==> src/rtl/fpa_arbiter_pkg.sv <==
// rtl/fpa_arbiter_pkg.sv - shared constants and FSM encoding for the fpu arbiter
package fpa_arbiter_pkg;

    localparam int DATA_W   = 32;
    localparam int SIGN_BIT = 31;
    localparam int EXP_W    = 8;
    localparam int MANT_W   = 23;

    typedef enum logic [1:0] {
        ST_IDLE = 2'd0,
        ST_EXEC = 2'd1,
        ST_DONE = 2'd2
    } state_e;

endpackage

==> src/rtl/fpa_arbiter_fpu.sv <==
// rtl/fpa_arbiter_fpu.sv - combinational adder for the team float format
// in1, in2 : operands {sign, exp[7:0] unbiased, mantissa[22:0] with explicit leading one}
// out      : truncated sum; exact zero is returned as all-zero
module fpu
    import fpa_arbiter_pkg::*;
(
    input  logic [DATA_W-1:0] in1,
    input  logic [DATA_W-1:0] in2,
    output logic [DATA_W-1:0] out
);

    logic              s_l, s_s, found;
    logic [EXP_W-1:0]  e_l, e_s, diff, e_r;
    logic [MANT_W-1:0] m_l, m_s, m_r;
    logic [MANT_W:0]   m_s_al, mag;
    logic [4:0]        lz;

    always_comb begin
        // {exp, mantissa} orders magnitudes directly, so pick the larger one first.
        if (in1[DATA_W-2:0] >= in2[DATA_W-2:0]) begin
            {s_l, e_l, m_l} = in1;
            {s_s, e_s, m_s} = in2;
        end else begin
            {s_l, e_l, m_l} = in2;
            {s_s, e_s, m_s} = in1;
        end
        diff   = e_l - e_s;
        m_s_al = {1'b0, m_s} >> diff;
        if (s_l == s_s) begin
            mag = {1'b0, m_l} + m_s_al;
        end else begin
            mag = {1'b0, m_l} - m_s_al;
        end
        lz    = '0;
        found = 1'b0;
        for (int i = MANT_W - 1; i >= 0; i--) begin
            if (!found && mag[i]) begin
                lz    = 5'(MANT_W - 1 - i);
                found = 1'b1;
            end
        end
        if (mag[MANT_W]) begin
            m_r = mag[MANT_W:1];
            e_r = e_l + 8'd1;
        end else begin
            m_r = mag[MANT_W-1:0] << lz;
            e_r = e_l - {3'b000, lz};
        end
        if (mag == '0) begin
            out = '0;
        end else begin
            out = {s_l, e_r, m_r};
        end
    end

endmodule

==> src/rtl/fpa_arbiter_rr.sv <==
// rtl/fpa_arbiter_rr.sv - combinational round-robin picker
// req_i      : request vector
// ptr_i      : index with highest priority this cycle
// gnt_o      : one-hot grant (zero when no request)
// gnt_id_o   : encoded grant index
// gnt_any_o  : any request present
module rr_arbiter #(
    parameter int NUM_REQ = 4,
    parameter int ID_W    = $clog2(NUM_REQ)
) (
    input  logic [NUM_REQ-1:0] req_i,
    input  logic [ID_W-1:0]    ptr_i,
    output logic [NUM_REQ-1:0] gnt_o,
    output logic [ID_W-1:0]    gnt_id_o,
    output logic               gnt_any_o
);

    int              pos;
    logic [ID_W-1:0] idx;

    // Scan from the pointer upward, wrapping; the first hit wins.
    always_comb begin
        gnt_o     = '0;
        gnt_id_o  = '0;
        gnt_any_o = 1'b0;
        pos       = 0;
        idx       = '0;
        for (int k = 0; k < NUM_REQ; k++) begin
            pos = int'(ptr_i) + k;
            if (pos >= NUM_REQ) begin
                pos = pos - NUM_REQ;
            end
            idx = ID_W'(pos);
            if (!gnt_any_o && req_i[idx]) begin
                gnt_o[idx] = 1'b1;
                gnt_id_o   = idx;
                gnt_any_o  = 1'b1;
            end
        end
    end

endmodule

==> src/rtl/fpa_arbiter.sv <==
// rtl/fpa_arbiter.sv - round-robin sharing of one fpu adder among NUM_REQ requesters
// clk, rst            : clock, synchronous active-high reset
// req_valid/req_ready : per-requester handshake, ready one-hot or zero
// req_a, req_b        : packed operands, requester i at [i*DATA_W +: DATA_W]
// req_sub             : per-requester subtract select
// rsp_valid/rsp_ready : result handshake
// rsp_sum, rsp_id     : registered result and issuing requester
// busy                : high outside IDLE
module fpa_arbiter
    import fpa_arbiter_pkg::*;
#(
    parameter int NUM_REQ = 4,
    parameter int ID_W    = $clog2(NUM_REQ)
) (
    input  logic                      clk,
    input  logic                      rst,
    input  logic [NUM_REQ-1:0]        req_valid,
    output logic [NUM_REQ-1:0]        req_ready,
    input  logic [NUM_REQ*DATA_W-1:0] req_a,
    input  logic [NUM_REQ*DATA_W-1:0] req_b,
    input  logic [NUM_REQ-1:0]        req_sub,
    output logic                      rsp_valid,
    input  logic                      rsp_ready,
    output logic [DATA_W-1:0]         rsp_sum,
    output logic [ID_W-1:0]           rsp_id,
    output logic                      busy
);

    state_e             state_q, state_d;
    logic [ID_W-1:0]    ptr_q, ptr_d;
    logic [ID_W-1:0]    id_q, rsp_id_q;
    logic [DATA_W-1:0]  op_a_q, op_b_q, sum_q;
    logic [DATA_W-1:0]  sel_a, sel_b, fpu_out;
    logic               rsp_valid_q;
    logic [NUM_REQ-1:0] gnt;
    logic [ID_W-1:0]    gnt_id;
    logic               gnt_any;
    logic               accept;

    rr_arbiter #(
        .NUM_REQ (NUM_REQ),
        .ID_W    (ID_W)
    ) u_arb (
        .req_i     (req_valid),
        .ptr_i     (ptr_q),
        .gnt_o     (gnt),
        .gnt_id_o  (gnt_id),
        .gnt_any_o (gnt_any)
    );

    fpu u_fpu (
        .in1 (op_a_q),
        .in2 (op_b_q),
        .out (fpu_out)
    );

    // A grant in IDLE is itself the handshake: ready is the grant.
    assign accept = (state_q == ST_IDLE) && gnt_any;

    always_ff @(posedge clk) begin
        if (rst) begin
            state_q <= ST_IDLE;
        end else begin
            state_q <= state_d;
        end
    end

    always_comb begin
        state_d = state_q;
        case (state_q)
            ST_IDLE: if (gnt_any)   state_d = ST_EXEC;
            ST_EXEC:                state_d = ST_DONE;
            ST_DONE: if (rsp_ready) state_d = ST_IDLE;
            default:                state_d = ST_IDLE;
        endcase
    end

    always_comb begin
        req_ready = (state_q == ST_IDLE) ? gnt : '0;
        busy      = (state_q != ST_IDLE);
        rsp_valid = rsp_valid_q;
        rsp_sum   = sum_q;
        rsp_id    = rsp_id_q;
    end

    always_comb begin
        sel_a           = req_a[gnt_id*DATA_W +: DATA_W];
        sel_b           = req_b[gnt_id*DATA_W +: DATA_W];
        sel_b[SIGN_BIT] = sel_b[SIGN_BIT] ^ req_sub[gnt_id];
        ptr_d           = (int'(gnt_id) == NUM_REQ - 1) ? '0 : gnt_id + 1'b1;
    end

    always_ff @(posedge clk) begin
        if (rst) begin
            ptr_q       <= '0;
            id_q        <= '0;
            op_a_q      <= '0;
            op_b_q      <= '0;
            sum_q       <= '0;
            rsp_id_q    <= '0;
            rsp_valid_q <= 1'b0;
        end else begin
            if (accept) begin
                op_a_q <= sel_a;
                op_b_q <= sel_b;
                id_q   <= gnt_id;
                ptr_q  <= ptr_d;
            end
            if (state_q == ST_EXEC) begin
                sum_q       <= fpu_out;
                rsp_id_q    <= id_q;
                rsp_valid_q <= 1'b1;
            end
            if (state_q == ST_DONE && rsp_ready) begin
                rsp_valid_q <= 1'b0;
            end
        end
    end

endmodule

==> config.mk <==
export PLATFORM = sky130hd
export DESIGN_NAME = fpa_arbiter
export DESIGN_NICKNAME = d
export VERILOG_FILES = /design/src/rtl/fpa_arbiter_pkg.sv /design/src/rtl/fpa_arbiter_fpu.sv /design/src/rtl/fpa_arbiter_rr.sv /design/src/rtl/fpa_arbiter.sv
export SDC_FILE = /design/constraint.sdc
export NUM_CORES = 1
export LEC_CHECK = 0
export CORE_MARGIN = 4
export CORE_UTILIZATION = 50
export DETAILED_ROUTE_END_ITERATION = 10
export DONT_BUFFER_PORTS = 1
export MAX_ROUTING_LAYER = met4
export PLACE_DENSITY_LB_ADDON = 0.1
export SLEW_MARGIN = 10
export SYNTH_ARGS = -nofsm -noshare
export SYNTH_HDL_FRONTEND = slang
export SYNTH_SLANG_ARGS = --single-unit
==> constraint.sdc <==
create_clock -name clk -period 11 [get_ports clk]
set_input_delay 1.1 -clock clk [delete_from_list [all_inputs] [get_ports clk]]
set_output_delay 1.1 -clock clk [all_outputs]
set_load 0.02 [all_outputs]
Yosys cells after proc, flatten, opt, wreduce, memory -nomap -nowiden
Index checks and enable logic that the tools add are counted.
{ "op_classes": {"addsub": 13, "magnitude_cmp": 14, "n_eq_ne": 6, "shifts": 4, "n_mux": 93, "bitwise": 4, "n_reduce_logical": 61} }
{ "op_table": {"columns": ["cell", "count"], "rows": [
  ["$shiftx A128 B8 Y32", 2],
  ["$mux W23", 3],
  ["$mux W4", 13],
  ["$mux W1", 38],
  ["$mux W5", 7],
  ["$mux W32", 1],
  ["$ge A31 B31 Y1", 1],
  ["$logic_and A1 B1 Y1", 31],
  ["$mux W2", 13],
  ["$logic_not A1 Y1", 25],
  ["$add A23 B24 Y24", 1],
  ["$logic_not A24 Y1", 1],
  ["$mux W24", 1],
  ["$mux W8", 3],
  ["$shr A23 B8 Y24", 1],
  ["$sub A23 B24 Y24", 1],
  ["$shl A23 B5 Y23", 1],
  ["$lt A2 B3 Y1 const B", 5],
  ["$mux W3", 4],
  ["$or A4 B4 Y4", 3],
  ["$bmux W1 S2", 5],
  ["$ge A3 B3 Y1 const B", 3],
  ["$add A8 B1 Y8 const B", 1],
  ["$demux W1 S2", 4],
  ["other kinds (18)", 27]
]} }
{ "totals": {"ff_bits": 105, "inputBits": 267, "output_inout_bits": 40, "elab_cells": 203} }

Depth between registers and ports, before layout
{ "logic_depth": {"word_depth": 76, "ltp_mapped": 58} }

Hierarchy
From an unflattened synthesis, not the netlist that was laid out.
{ "unflattened": {"hier_cells": 1757, "area_unflattened_um2": 13684.4} }
{ "by_module_without_submodules": {"columns": ["mod", "n_inst", "cells_each", "area_each_um2", "seq_area_each_um2"], "rows": [
  ["fpu", 1, 1168, 8045.2, 0.0],
  ["fpa_arbiter", 1, 544, 5220.0, 2102.0],
  ["rr_arbiter", 1, 45, 419.2, 0.0]
]} }

Worst setup path after synthesis
OpenSTA, ideal clock, no wires.
{ "synth_path": {"kind": "reg2reg", "startpoint": "register op_b_q[25]", "endpoint": "register sum_q[30], in the netlist rsp_sum[30]", "t_arrival_ns": 11.883, "t_required_ns": 10.862, "path_slack_ns": -1.021, "stages_incl_launch_ff": 52, "path_cell_list": "dfxtp_1 inv_1 ha_1 buf_4 nand4_1 or2_1 a2111o_1 nand2_2 buf_2 clkbuf_1 clkbuf_1 a21oi_1 ha_1 clkbuf_1 clkbuf_1 clkbuf_1 mux2i_1 o21ai_0 [... 16 more ...] or4_1 a2111oi_0 nor4b_1 a21oi_1 clkbuf_1 ha_1 nor2b_1 ha_1 a21o_1 a21o_1 a21o_1 a21oi_1 o21bai_1 a21oi_1 xnor2_1 or3_1 o22ai_1 a311oi_1"} }
{ "synth_via": {"elab_chain_len": 76, "word_cells_on_any_way": 106} }
{ "synth_lines": {"columns": ["element", "line", "text"], "rows": [
  ["start, declared", "fpa_arbiter.sv:32", "logic [DATA_W-1:0] op_a_q, op_b_q, sum_q;"],
  ["start signal, assigned", "fpa_arbiter.sv:105", "op_b_q <= sel_b;"],
  ["$ge A31 B31 Y1", "fpa_arbiter_fpu.sv:20", "if (in1[DATA_W-2:0] >= in2[DATA_W-2:0]) begin"],
  ["$mux W8", "fpa_arbiter_fpu.sv:20", null],
  ["$sub A8 B8 Y8", "fpa_arbiter_fpu.sv:27", "diff = e_l - e_s;"],
  ["$shr A23 B8 Y24", "fpa_arbiter_fpu.sv:28", "m_s_al = {1'b0, m_s} >> diff;"],
  ["$sub A23 B24 Y24 / $add A23 B24 Y24 (equally long branches)", "fpa_arbiter_fpu.sv:32, fpa_arbiter_fpu.sv:30", null],
  ["$mux W24", "fpa_arbiter_fpu.sv:29", "if (s_l == s_s) begin"],
  ["$mux W1", "fpa_arbiter_fpu.sv:37", "if (!found && mag[i]) begin"],
  ["$logic_not A1 Y1", "fpa_arbiter_fpu.sv:37", null],
  ["[... 60 more ...]", null, null],
  ["$logic_and A1 B1 Y1", "fpa_arbiter_fpu.sv:37", null],
  ["$mux W1", "fpa_arbiter_fpu.sv:37", null],
  ["$logic_not A1 Y1", "fpa_arbiter_fpu.sv:37", null],
  ["$logic_and A1 B1 Y1", "fpa_arbiter_fpu.sv:37", null],
  ["$mux W5", "fpa_arbiter_fpu.sv:37", null],
  ["$sub A8 B5 Y8", "fpa_arbiter_fpu.sv:47", "e_r = e_l - {3'b000, lz};"],
  ["$mux W8", "fpa_arbiter_fpu.sv:42", "if (mag[MANT_W]) begin"],
  ["$mux W32 (*)", "fpa_arbiter_fpu.sv:49", "if (mag == '0) begin"],
  ["end signal, assigned", "fpa_arbiter.sv:110", "sum_q <= fpu_out;"],
  ["end, declared", "fpa_arbiter.sv:32", null]
]} }
Every way passes the cells marked *; elsewhere a longest branch is shown, timed or not.
A chain may end at the register's enable or synchronous reset.

Final worst setup path
{ "layout_path": {"startpoint": "register op_b_q[22]", "endpoint": "register sum_q[30], in the netlist rsp_sum[30]"} }
The elaborated chain is that of the path after synthesis.

==> impl_metrics.tcl <==
set metrics [dict create \
    synth_seq_cells 105 \
    synth_cells 1948 \
    grt_pass1_vias 13600 \
    ant_nets 0 \
    dieArea_um2 29500 \
    netlist_top_cells_count "nand2_1, nor2_1, a21oi_1" \
    final_area_um2 14700 \
    ys.warnings.count 0 \
    syn-cell-area_um2 13400 \
    worst_slack_ns 0.338 \
    via_count 15000 \
    clk_latency_ns 0.37 \
    reg2reg_depth 44 \
    ios 307 \
    critPathKind "reg -> reg" \
    tightest_slew_ns 1.13 \
    ys.flop_type "dfxtp_1" \
    timing.slew.headroom_pct 24.2 \
    r2r_slack_ns 0.34 \
    setup_tns_ns 0 \
    async_reset_ff_share_pct 0 \
    fin_crit_ns 10.66 \
    cp_max_fo 8 \
    wl_per_cell_um 22.1 \
    grt_antenna_before_repair 2 \
    drv_cap 0 \
    cp.arrival_ns 10.91 \
    crit_required_ns 11.25 \
    remaining_drc_errors 0 \
    synth_top_area_share_pct 15.7 \
    r2r-end "rsp_sum[30]" \
    grtUsageMet3_pct 3.98 \
    cts_tree "yes" \
    placed_area_um2 14200 \
    track_usage_pct 33.1 \
    cts_buffers 9 \
    grt_max_degree 110 \
    setup_viol 0 \
    synthTopCellsByArea "dfxtp_1, nand2_1, ha_1" \
    grt_pass1_wl_um 76200 \
    skew_ns 0.0111 \
    synth_cell_type_count 85 \
    min-delay-start "id_q[0]" \
    hold_viol_final 0 \
    cts_buffer_depth 2 \
    gr-max-usage-layer "met2" \
    coreArea_um2 26200 \
    nets 2267 \
    synth_top_cell_by_area "dfxtp_1" \
    dp.cells 2240 \
    port_buffers 0 \
    crit_path_start_kind "register" \
    overflow 0 \
    drt_iter0_drc 1493 \
    worstReg2RegStart "op_b_q[22]" \
    clock_sinks 105 \
    drive_above_1_share_pct 11.0 \
    cp-end-kind "register" \
    rows 59 \
    gp_congestion 1.03 \
    ys_seq_area_share_pct 15.7 \
    synth_area_per_cell_um2 6.89 \
    run_status "completed" \
    path_clk_slew_ns 0.08 \
    start_util_pct 51.2 \
    min_period_over_period_pct 96.9 \
    slowest_stage "mux4_2" \
    cts_hold_buf 0 \
    hold_end "rsp_id[0]" \
    worstHoldPathType "reg -> reg" \
    met1_usage_pct 43.9 \
    fin_cells 2269 \
    synth.most_common_cell "nand2_1" \
    h-tree-depth 3 \
    cts.root.buffer_cell "clkbuf_16" \
    fp.dieW_um 172 \
    post-place-ws_ns 0.138 \
    slew_viol_final 0 \
    synth_edf_count 0 \
    area_growth_pct 9.58 \
    synth_nets 2289 \
    clock.fmax_ghz 0.0938 \
    dr.pass1.iters 5 \
    die_y_um 172 \
    hpwl_um 39400 \
    critPathMaxStageDelay_ns 0.54 \
    hold_depth 2 \
    grtUsageMet2_pct 53.3 \
    totalWireLength_um 50100 \
    vias_per_cell 6.60 \
]
flip-flops by register name, indices dropped and copies added, names as in the netlist, named ones only:
register / flops
rsp_valid: 1
op_a_q: 32
ptr_q: 1
op_b_q: 32
id_q: 2
state_q: 2
rsp_sum: 32
rsp_id: 2
layer usage:
layer  routed length, um  share of wire (%)
met1               21500                 43
met2               23500                 47
met3                3500                7.0
met4                1690                3.4
met5                   0                  0
layout make-up:
| cell class | count | area [um^2] |
|---|---|---|
| Fill cell | 2590 | 11500 |
| Multi-Input combinational cell | 1634 | 10800 |
| Sequential cell | 105 | 2100 |
| Timing Repair Buffer | 113 | 853 |
| Tap cell | 335 | 419 |
| Clock buffer | 11 | 253 |
| Inverter | 63 | 236 |
| Clock inverter | 5 | 51.3 |
| Antenna cell | 3 | 7.51 |
layout by cell type (no fill, tap or decap), types with 25 or more instances in the layout:
| master | count |
|---|---|
| a211oi_1 | 84 |
| a21oi_1 | 169 |
| a311oi_1 | 66 |
| and2_1 | 83 |
| buf_4 | 110 |
| dfxtp_1 | 104 |
| ha_1 | 68 |
| inv_1 | 60 |
| mux2i_1 | 72 |
| nand2_1 | 269 |
| nand3_1 | 33 |
| nor2_1 | 191 |
| nor3_1 | 35 |
| o21ai_0 | 103 |
| o22ai_1 | 28 |
| xnor2_1 | 29 |
| xor2_1 | 25 |
worst max path at each step:
| stage | start | end | cells past startpoint |
|---|---|---|---|
| 2_1_floorplan | op_b_q[25] | rsp_sum[30] | 48 |
| 3_3_place_gp | op_b_q[25] | rsp_sum[30] | 43 |
| 5_1_grt | op_b_q[18] | rsp_sum[30] | 48 |
| 4_1_cts | op_b_q[25] | rsp_sum[30] | 44 |
| 3_5_place_dp | op_b_q[25] | rsp_sum[30] | 43 |
| 6_report | op_b_q[22] | rsp_sum[30] | 44 |
cell families after synthesis:
| group | Yosys count | share of synthesized area [%] |
|---|---|---|
| AO/OA/AOI/OAI | 682 | 34.5 |
| XOR/XNOR | 57 | 3.72 |
| adder cells (fa/ha/maj) | 74 | 7.01 |
| buffers and inverters | 209 | 5.96 |
| flip-flops | 105 | 15.7 |
| multiplexers | 100 | 8.45 |
| AND/OR/NAND/NOR | 721 | 24.7 |
metrics by stage:
stage / hold WS (ns) / util [%]
CTS: 0.466 / 55.2
global route: 0.478 / 56.1
floorplan: 0.432 / -
global placement: 0.437 / 54.0
finish: 0.465 / 56.1
detailed placement: 0.456 / 54.0
what timing repair did:
item / CTS / global route
setup buffers: 0 / 10
gates resized for setup: 0 / 40
setup endpoints to repair: 0 / 4
critical path: cells and delay by family, from the launching register on:
family                   cells  cell delay, ns
XOR/XNOR                     3            0.50
multiplexers                 1            0.54
AND/OR/NAND/NOR             11            2.34
buffers and inverters        5            0.80
AO/OA/AOI/OAI               19            4.41
flip-flops                   1            0.44
adder cells (fa/ha/maj)      5            1.49
Power is left out: the tool's default activity adds up to more than one toggle a clock period on the data nets, which glitch-free logic cannot reach.
